[src/rtl/conv_kxk_stream_if.sv]
// Handshake bundle for conv_kxk_stream: row-beat input channel and result output channel.
interface conv_kxk_stream_if #(
    parameter int BIT_LEN = 8,
    parameter int K_LEN   = 3,
    parameter int ACC_LEN = 2*BIT_LEN + $clog2(K_LEN*K_LEN)
) ();
    logic                     i_valid;
    logic                     o_ready;
    logic                     i_selecK_I;
    logic [K_LEN*BIT_LEN-1:0] i_data;
    logic                     o_kernel_rdy;
    logic                     o_valid;
    logic                     i_ready;
    logic [ACC_LEN-1:0]       o_data;

    modport slave (
        input  i_valid, i_selecK_I, i_data, i_ready,
        output o_ready, o_kernel_rdy, o_valid, o_data
    );

    modport master (
        output i_valid, i_selecK_I, i_data, i_ready,
        input  o_ready, o_kernel_rdy, o_valid, o_data
    );
endinterface

[src/rtl/conv_kxk_stream.sv]
// KxK streaming convolution: kernel/image rows shift in one per beat, each full window
// produces one multiply-accumulate result through a two-stage stallable pipeline.
module conv_kxk_stream #(
    parameter int BIT_LEN = 8,
    parameter int K_LEN   = 3,
    parameter int SIGNED  = 1,
    parameter int ACC_LEN = 2*BIT_LEN + $clog2(K_LEN*K_LEN)
) (
    input logic              i_clk,
    input logic              i_reset,
    conv_kxk_stream_if.slave bus
);
    localparam int ROW_W  = K_LEN*BIT_LEN;
    localparam int PROD_W = 2*BIT_LEN;
    localparam int NPROD  = K_LEN*K_LEN;
    localparam int CNT_W  = $clog2(K_LEN+1);
    localparam logic [CNT_W-1:0] CNT_LAST = CNT_W'(K_LEN-1);
    localparam logic [CNT_W-1:0] CNT_ONE  = CNT_W'(1);

    typedef enum logic [1:0] {
        ST_EMPTY = 2'd0,
        ST_FILL  = 2'd1,
        ST_RUN   = 2'd2
    } state_e;

    state_e                        state_q, state_d;
    logic [K_LEN-1:0][ROW_W-1:0]   kern_q, kern_d;
    logic [K_LEN-1:0][ROW_W-1:0]   img_q, img_d;
    logic [CNT_W-1:0]              kcnt_q, kcnt_d;
    logic [CNT_W-1:0]              icnt_q, icnt_d;
    logic                          krdy_q;
    logic [NPROD-1:0][PROD_W-1:0]  prod_q, prod_d;
    logic                          p1_valid_q;
    logic                          out_valid_q;
    logic [ACC_LEN-1:0]            out_data_q, sum_d;
    logic                          stall_s, accept_s, fire_s;

    function automatic logic [PROD_W-1:0] ext_operand(input logic [BIT_LEN-1:0] v);
        logic fill_s;
        fill_s = (SIGNED != 0) ? v[BIT_LEN-1] : 1'b0;
        return {{BIT_LEN{fill_s}}, v};
    endfunction

    function automatic logic [ACC_LEN-1:0] ext_product(input logic [PROD_W-1:0] p);
        logic fill_s;
        fill_s = (SIGNED != 0) ? p[PROD_W-1] : 1'b0;
        return {{(ACC_LEN-PROD_W){fill_s}}, p};
    endfunction

    assign stall_s  = out_valid_q & ~bus.i_ready;
    assign accept_s = bus.i_valid & ~stall_s;

    // Row shifting, load-state tracking and result firing for an accepted beat
    always_comb begin
        state_d = state_q;
        kern_d  = kern_q;
        img_d   = img_q;
        kcnt_d  = kcnt_q;
        icnt_d  = icnt_q;
        fire_s  = 1'b0;
        if (accept_s) begin
            if (!bus.i_selecK_I) begin
                kern_d = {bus.i_data, kern_q[K_LEN-1:1]};
                if (state_q == ST_EMPTY) begin
                    kcnt_d  = kcnt_q + CNT_ONE;
                    state_d = (kcnt_q == CNT_LAST) ? ST_FILL : ST_EMPTY;
                end else begin
                    // A kernel beat after completion starts a fresh kernel and empties the window
                    kcnt_d  = CNT_ONE;
                    icnt_d  = {CNT_W{1'b0}};
                    state_d = ST_EMPTY;
                end
            end else begin
                case (state_q)
                    ST_EMPTY: begin
                        img_d = img_q;
                    end
                    ST_FILL: begin
                        img_d  = {bus.i_data, img_q[K_LEN-1:1]};
                        icnt_d = icnt_q + CNT_ONE;
                        if (icnt_q == CNT_LAST) begin
                            state_d = ST_RUN;
                            fire_s  = 1'b1;
                        end else begin
                            state_d = ST_FILL;
                        end
                    end
                    ST_RUN: begin
                        img_d  = {bus.i_data, img_q[K_LEN-1:1]};
                        fire_s = 1'b1;
                    end
                    default: begin
                        state_d = ST_EMPTY;
                        kcnt_d  = {CNT_W{1'b0}};
                        icnt_d  = {CNT_W{1'b0}};
                    end
                endcase
            end
        end else begin
            fire_s = 1'b0;
        end
    end

    // Element products over the window including the row accepted this cycle
    always_comb begin
        prod_d = '0;
        for (int r = 0; r < K_LEN; r++) begin
            for (int c = 0; c < K_LEN; c++) begin
                prod_d[r*K_LEN + c] = ext_operand(kern_d[r][c*BIT_LEN +: BIT_LEN])
                                    * ext_operand(img_d[r][c*BIT_LEN +: BIT_LEN]);
            end
        end
    end

    // Adder tree over the registered products
    always_comb begin
        sum_d = {ACC_LEN{1'b0}};
        for (int p = 0; p < NPROD; p++) begin
            sum_d = sum_d + ext_product(prod_q[p]);
        end
    end

    // State, row storage and both pipeline stages
    always_ff @(posedge i_clk) begin
        if (i_reset) begin
            state_q     <= ST_EMPTY;
            kern_q      <= '0;
            img_q       <= '0;
            kcnt_q      <= {CNT_W{1'b0}};
            icnt_q      <= {CNT_W{1'b0}};
            krdy_q      <= 1'b0;
            prod_q      <= '0;
            p1_valid_q  <= 1'b0;
            out_valid_q <= 1'b0;
            out_data_q  <= {ACC_LEN{1'b0}};
        end else begin
            state_q <= state_d;
            kern_q  <= kern_d;
            img_q   <= img_d;
            kcnt_q  <= kcnt_d;
            icnt_q  <= icnt_d;
            krdy_q  <= (state_d != ST_EMPTY);
            if (!stall_s) begin
                p1_valid_q  <= fire_s;
                out_valid_q <= p1_valid_q;
                if (fire_s) begin
                    prod_q <= prod_d;
                end
                if (p1_valid_q) begin
                    out_data_q <= sum_d;
                end
            end
        end
    end

    assign bus.o_ready      = ~stall_s;
    assign bus.o_kernel_rdy = krdy_q;
    assign bus.o_valid      = out_valid_q;
    assign bus.o_data       = out_data_q;
endmodule

[src/flat_wrapper.sv]
// flat-port wrapper written by rule: the top's interface ports become plain ports
module conv_kxk_stream_flat 
#(
    parameter int BIT_LEN = 8,
    parameter int K_LEN   = 3,
    parameter int SIGNED  = 1,
    parameter int ACC_LEN = 2*BIT_LEN + $clog2(K_LEN*K_LEN)
)
  (i_clk, i_reset, bus_i_valid, bus_i_selecK_I, bus_i_data, bus_i_ready, bus_o_ready, bus_o_kernel_rdy, bus_o_valid, bus_o_data);
  conv_kxk_stream_if #(.BIT_LEN(BIT_LEN), .K_LEN(K_LEN), .ACC_LEN(ACC_LEN)) bus_i ();
  input logic i_clk;
  input logic i_reset;
  input wire logic [$bits(bus_i.i_valid)-1:0] bus_i_valid;
  input wire logic [$bits(bus_i.i_selecK_I)-1:0] bus_i_selecK_I;
  input wire logic [$bits(bus_i.i_data)-1:0] bus_i_data;
  input wire logic [$bits(bus_i.i_ready)-1:0] bus_i_ready;
  output wire logic [$bits(bus_i.o_ready)-1:0] bus_o_ready;
  output wire logic [$bits(bus_i.o_kernel_rdy)-1:0] bus_o_kernel_rdy;
  output wire logic [$bits(bus_i.o_valid)-1:0] bus_o_valid;
  output wire logic [$bits(bus_i.o_data)-1:0] bus_o_data;
  assign bus_i.i_valid = bus_i_valid;
  assign bus_i.i_selecK_I = bus_i_selecK_I;
  assign bus_i.i_data = bus_i_data;
  assign bus_i.i_ready = bus_i_ready;
  assign bus_o_ready = bus_i.o_ready;
  assign bus_o_kernel_rdy = bus_i.o_kernel_rdy;
  assign bus_o_valid = bus_i.o_valid;
  assign bus_o_data = bus_i.o_data;
  conv_kxk_stream #(.BIT_LEN(BIT_LEN), .K_LEN(K_LEN), .SIGNED(SIGNED), .ACC_LEN(ACC_LEN)) u_core (.i_clk(i_clk), .i_reset(i_reset), .bus(bus_i));
endmodule
[config.mk]
export PLATFORM = sky130hd
export DESIGN_NAME = conv_kxk_stream_flat
export DESIGN_NICKNAME = d
export VERILOG_FILES = /design/src/rtl/conv_kxk_stream_if.sv /design/src/rtl/conv_kxk_stream.sv /design/src/flat_wrapper.sv
export SDC_FILE = /design/constraint.sdc
export NUM_CORES = 2
export LEC_CHECK = 0
export BUFFER_PORTS_ARGS = -buffer_cell sky130_fd_sc_hd__buf_2
export CELL_PAD_IN_SITES_DETAIL_PLACEMENT = 1
export CELL_PAD_IN_SITES_GLOBAL_PLACEMENT = 1
export CORE_ASPECT_RATIO = 0.9
export CORE_MARGIN = 2
export CORE_UTILIZATION = 25
export DETAILED_ROUTE_END_ITERATION = 8
export HOLD_SLACK_MARGIN = 0.02
export PLACE_DENSITY_LB_ADDON = 0.1
export SLEW_MARGIN = 20
export SYNTH_ARGS = -nofsm -noshare
export SYNTH_HDL_FRONTEND = slang
export SYNTH_SLANG_ARGS = --single-unit
[constraint.sdc]
create_clock -name i_clk -period 19.5 [get_ports i_clk]
set_input_delay 4.875 -clock i_clk [delete_from_list [all_inputs] [get_ports i_clk]]
set_output_delay 4.875 -clock i_clk [all_outputs]
set_load 0.05 [all_outputs]
**Word level (Yosys, flattened, before mapping)**

Index checks and enable logic that the tools add are counted.

- Bits in writable memories: 0
- Bits in latches: 0
- Memories kept: 0
- Memory bits (read-only): 0
- Output and inout bits: 23
- Bits in registers: 317
- Input bits: 29
- Word-level logic and storage cells: 82

- Add/subtract/negate cells: 10
- Multiplexer cells: 21
- Bitwise operators: 4
- Reductions and logical operators: 9
- $mul: 9
- Equal/unequal tests: 7
- Shifts and indexed selects: 0
- Divide/modulo/power cells: 0
- Order comparisons: 0

Operators by type and width:

| operator | number |
|---|---|
| $mux 72 | 5 |
| $mul 8x8->16 | 9 |
| $add 20x20->20 | 7 |
| $mux 2 | 9 |
| $add 16x16->17 | 1 |
| $pmux 2 s2 | 2 |
| $eq 2x2->1 const B | 3 |
| $ne 2x2->1 const B | 3 |
| $reduce_and 2->1 | 3 |
| $add 2x1->2 const B | 2 |
| $mux 1 | 4 |
| $reduce_or 2->1 | 2 |
| $reduce_and 3->1 | 1 |
| $reduce_or 3->1 | 1 |
| $and 1x1->1 | 2 |
| $eq 2x1->1 const B | 1 |
| $logic_not 2->1 | 1 |
| $not 1->1 | 2 |
| $pmux 1 s2 | 1 |
| $reduce_bool 2->1 | 1 |

**Logic depth before layout (Yosys ltp)**

- Word-level depth: 8
- Gate-level depth with buffers: 25
- Gate-level depth less buffers: 22

**Worst setup path after synthesis**

OpenSTA, ideal clock, no wires.

- Path type: input to output
- Start: input port bus_i_ready
- End: output port bus_o_ready
- Slack: 9.490 ns
- Buffers on the path: 0
- Cell stages on the path: 2
- Required time: 14.625 ns
- Arrival time: 5.135 ns
- Cells stage by stage: nor2b_4 -> inv_4

- Cells in the longest elaborated chain, start to end: 3

Ends and longest elaborated chain:

| element | line | text |
|---|---|---|
| start: declaration | flat_wrapper.sv:16 | `input wire logic [$bits(bus_i.i_ready)-1:0] bus_i_ready;` |
| $not 1->1 | conv_kxk_stream.sv:50 | `assign stall_s = out_valid_q & ~bus.i_ready;` |
| $and 1x1->1 | conv_kxk_stream.sv:50 |  |
| $not 1->1 (no line) | - |  |
| end: declaration | flat_wrapper.sv:17 | `output wire logic [$bits(bus_i.o_ready)-1:0] bus_o_ready;` |

Every way passes these cells.

**Final worst setup path**

- Start: input port bus_i_selecK_I
- End: register u_core.prod_q[30] in the netlist's numbering

- Cells in the longest elaborated chain, start to end: 3
- Elaborated cells on any way between the ends: 8
- Those cells by class: mul (1); mux (6); reduce/logical (1)

Ends and longest elaborated chain:

| element | line | text |
|---|---|---|
| start: declaration | flat_wrapper.sv:14 | `input wire logic [$bits(bus_i.i_selecK_I)-1:0] bus_i_selecK_I;` |
| $mux 72 / $mux 1 (equally long branches) | conv_kxk_stream.sv:62 | `if (!bus.i_selecK_I) begin` |
| $mux 72 / $mux 1 (equally long branches) | conv_kxk_stream.sv:61 | `if (accept_s) begin` |
| $mul 8x8->16 / $reduce_and 2->1 (equally long branches) | - |  |
| end signal: assignment | conv_kxk_stream.sv:147 | `prod_q <= prod_d;` |
| end: declaration | conv_kxk_stream.sv:32 | `logic [NPROD-1:0][PROD_W-1:0] prod_q, prod_d;` |

Several ways; a longest one is shown, not always the timed one.
A chain may end at the register's enable or synchronous reset.

==> run_results.csv <==
group,metric,value,unit
layout,drive_gt1_frac,0.08053,
drt,vias,27053,
power,clockPowerShare,0.549,
synth,ys_ff_latch,317,
floorplan,start_util,0.2509,
sta,setup_ws,8420,ps
critical_path,crit_path_max_fanout,43,
worst_hold_path,min_from,"u_core.bus.o_data[9]",
power,p_switching,0.0004051,W
synth,synth-edff-count,0,
sta,finalCritPeriodShare,0.5682,
synth,synth.avg_cell_area,9.023,um2
synth,synth_fp_nets,5042,
global_route,grt_pass1_vias,29898,
sta,tns,0,ps
synth,syn_area,37100,um2
power,p_leak,17.45,nW
floorplan,die_h,369.4,um
critical_path,r2r-start,"u_core.bus.o_valid",
cts,insertion_delay,610,ps
sta,worstMarginPinSlew,1012,ps
power,comb_power_share,0.041,
critical_path,worst_path_max_delay_cell,"buf_4",
drt,drc,0,
critical_path,worst_ep_arrival_time,11570,ps
layout,final_cell_mix,"762 x inv_1, 603 x fa_1, 559 x nor2_1, 317 x dfxtp_1, 299 x ha_1",
global_route,grtUsageTotal,0.1579,
cts,cts_tree,"yes",
critical_path,timing.rr.end,"u_core.prod_q[30]",
drt,first_pass_iters,4,
placed_design,place_area,39720,um2
worst_hold_path,hold_class,"reg -> reg",
floorplan,dieWidth,410.0,um
sta,setup_viol,0,
global_route,grt_start_max_net_pins,145,
worst_hold_path,hold_depth,2,
flow_run,cap_violations,0,
cts,cts.sinks,317,
critical_path,start_kind,"primary input",
floorplan,io_pins,52,
global_route,grt_pass1_wl,184100,um
synth,synth_seq_area_share,0.1711,
synth,synthFlopType,"dfxtp_1",
cts,clk_path_buf_depth,3,
drt,via_per_inst,4.384,
floorplan,dieArea,151500,um2
synth,syn_inst,4111,
sta,slew_viol_final,0,
placed_design,numPortBuffers,51,
drt,wirelength,116000,um
critical_path,cp_slowest_stage_delay,790,ps
layout,final_common_cell,"inv_1",
power,powerDensity,38.74,nW/um2
power,p_int,0.001193,W
synth,yosys_warnings,0,
critical_path,worstRegToRegCells,20,
sta,finalHoldViolCount,0,
cts,post_cts_buffers,0,
drt,ant_nets,0,
power,swShare,0.2535,
placed_design,place_congestion,0.7647,
critical_path,crit_path_end_kind,"flip-flop",
cts,htreeDepth,2,
sta,fmax,0.09025,GHz
global_route,antenna_found_initial,2,
drt,wl_per_cell,18.79,um
layout,utilization,0.2789,
placed_design,pre_cts_ws,7677,ps
layout,syn2layout_area_growth,11.18,%
critical_path,path_class,"in -> reg",
layout,n_fill_cell,17353,
floorplan,rows,134,
critical_path,cpLargestDelayFamily,"adder cells",
floorplan,core_area,147900,um2
sta,slew_headroom,0.3061,
critical_path,worst_ep_required_time,19990,ps
layout,fin_nets,5096,
critical_path,crit_path_start,"bus_i_selecK_I",
sta,fin_skew,19.50,ps
synth,async_flop_share,0,
sta,final.min_clock_period,11080,ps
power,ir_worst_vdd,48.86,uV
global_route,grt_overflow_total,0,
cts,ctsHoldBuffers,0,
layout,final_area,41240,um2
cts,clkTransAtPathRegs,60,ps
synth,yosysUniqueCellTypes,71,
cts,cts_buffers,45,
placed_design,post-dp-hpwl,93740,um
power,seq_power_share,0.410,
cts,ctsResizeCount,0,
critical_path,cp_cell_sequence,"buf_2 > nor3b_4 > buf_4 > buf_4 > mux2i_1 > nor2_1 > fa_1 > inv_1 > fa_1 > inv_1 > fa_1 > inv_1 > fa_1 > inv_1 > ha_1 > o21ai_0 > a21boi_0 > o2111ai_1 > a2111o_1 > o311ai_0",
sta,rsz0062_at_grt,"no",
status,run_status,"complete, no violations",
cts,cts_root_buffer,"clkbuf_16",
worst_hold_path,whs_endpoint,"u_core.bus.o_data[9]",
power,finalPower,0.001598,W
critical_path,rrSetupSlack,12430,ps
drt,initialDrtViolationCount,1091,
critical_path,path_buf_inv,7,
[power groups by stage]
stage	combinational [W]	sequential (W)	clock, W
5_1_grt	0.0000723	0.000656	0.000937
3_3_place_gp	0.0000674	0.000670	0
4_1_cts	0.0000676	0.000656	0.000918
2_1_floorplan	0.0000385	0.000667	0
3_5_place_dp	0.0000674	0.000670	0
6_report	0.0000655	0.000656	0.000877
[routing by layer]
metal | vias to the layer above | routed length, um | global-route usage
met5 | - | 0 | 0
met4 | 0 | 1741 | 0.02842
met3 | 78 | 1935 | 0.01331
met2 | 141 | 51760 | 0.2528
met1 | 13746 | 60520 | 0.2328
li1 | 13088 | - | -
[Yosys cell counts, types with 10 or more instances]
master	n	area [um2]
inv_1	763	2864
fa_1	603	12070
nor2_1	560	2102
dfxtp_1	317	6346
ha_1	299	3741
nand2_1	274	1028
a21oi_1	152	760.7
mux2i_1	123	1231
or2_2	107	669.4
nor3_1	98	490.5
o21ai_0	92	460.4
xnor2_1	90	788.3
nand3_1	59	295.3
nand2b_1	49	306.5
a211oi_1	46	345.3
o21a_1	45	337.8
clkbuf_1	40	150.1
and2_1	27	168.9
nor2b_1	27	168.9
a31oi_1	26	162.7
or3_1	26	162.7
mux2_2	24	270.3
buf_2	23	115.1
xor2_1	20	175.2
buf_6	18	202.7
and3_1	16	100.1
a21o_1	15	112.6
nand3b_1	15	112.6
o31ai_1	13	97.59
o311ai_0	12	105.1
nor4b_1	11	96.34
buf_1	10	37.54
[tightest hold or removal path: cells and delay by family, from the launching register on]
family	cells	cell delay, ps
and+or+nand+nor	1	50
AOI/OAI and AO/OA	1	50
DFF	1	300
[worst max path at each step]
| stage | endpoint | slack (ps) | cells after the start |
|---|---|---|---|
| after floorplan | bus_o_ready | 9490 | 2 |
| after detailed placement | u_core.prod_q[46] | 7680 | 19 |
| final | u_core.prod_q[30] | 8420 | 20 |
| after CTS | u_core.prod_q[30] | 8300 | 20 |
| after global routing | u_core.prod_q[142] | 7860 | 23 |
| after global placement | u_core.prod_q[30] | 7800 | 20 |
[registers in the layout (all words and copies together), names as in the netlist]
register                 flops
u_core.bus.o_data           20
u_core.bus.o_kernel_rdy      1
u_core.bus.o_valid           1
u_core.icnt_q                2
u_core.img_q                72
u_core.kcnt_q                2
u_core.kern_q               72
u_core.p1_valid_q            1
u_core.prod_q              144
u_core.state_q               2
[through the flow]
| step | hold WS, ps | cells |
|---|---|---|
| floorplan | 431.9 | 4111 |
| finish | 449.8 | 6171 |
| CTS | 451.1 | 6169 |
| detailed placement | 444.1 | 6090 |
| global route | 476.3 | 6169 |
| global placement | 442.5 | 6090 |
[area by class of cell]
cell class                      instances  area [um2]  area share
Tap cell                             1972        2467     0.05983
Clock inverter                         22       276.5    0.006705
Antenna cell                            2       5.005   0.0001214
Timing Repair Buffer                  103       680.7     0.01650
Inverter                              764        2872     0.06963
Clock buffer                           57        1231     0.02985
Multi-Input combinational cell       2934       27360      0.6635
Sequential cell                       317        6346      0.1539
[kinds of logic (layout without fill, tap and decap cells)]
| kind of cell | count (synthesis) | in the layout | share of synthesized area |
|---|---|---|---|
| AOI/OAI and AO/OA | 471 | 471 | 0.08071 |
| xor gates and xnor gates | 110 | 110 | 0.02597 |
| adders and majority gates | 902 | 902 | 0.4263 |
| buffers and inverters | 860 | 946 | 0.09195 |
| DFF | 317 | 317 | 0.1711 |
| muxes | 161 | 161 | 0.04584 |
| other | 0 | 2 | 0 |
| and+or+nand+nor | 1290 | 1290 | 0.1582 |
No activity file was read; power rests on OpenSTA's default activity.
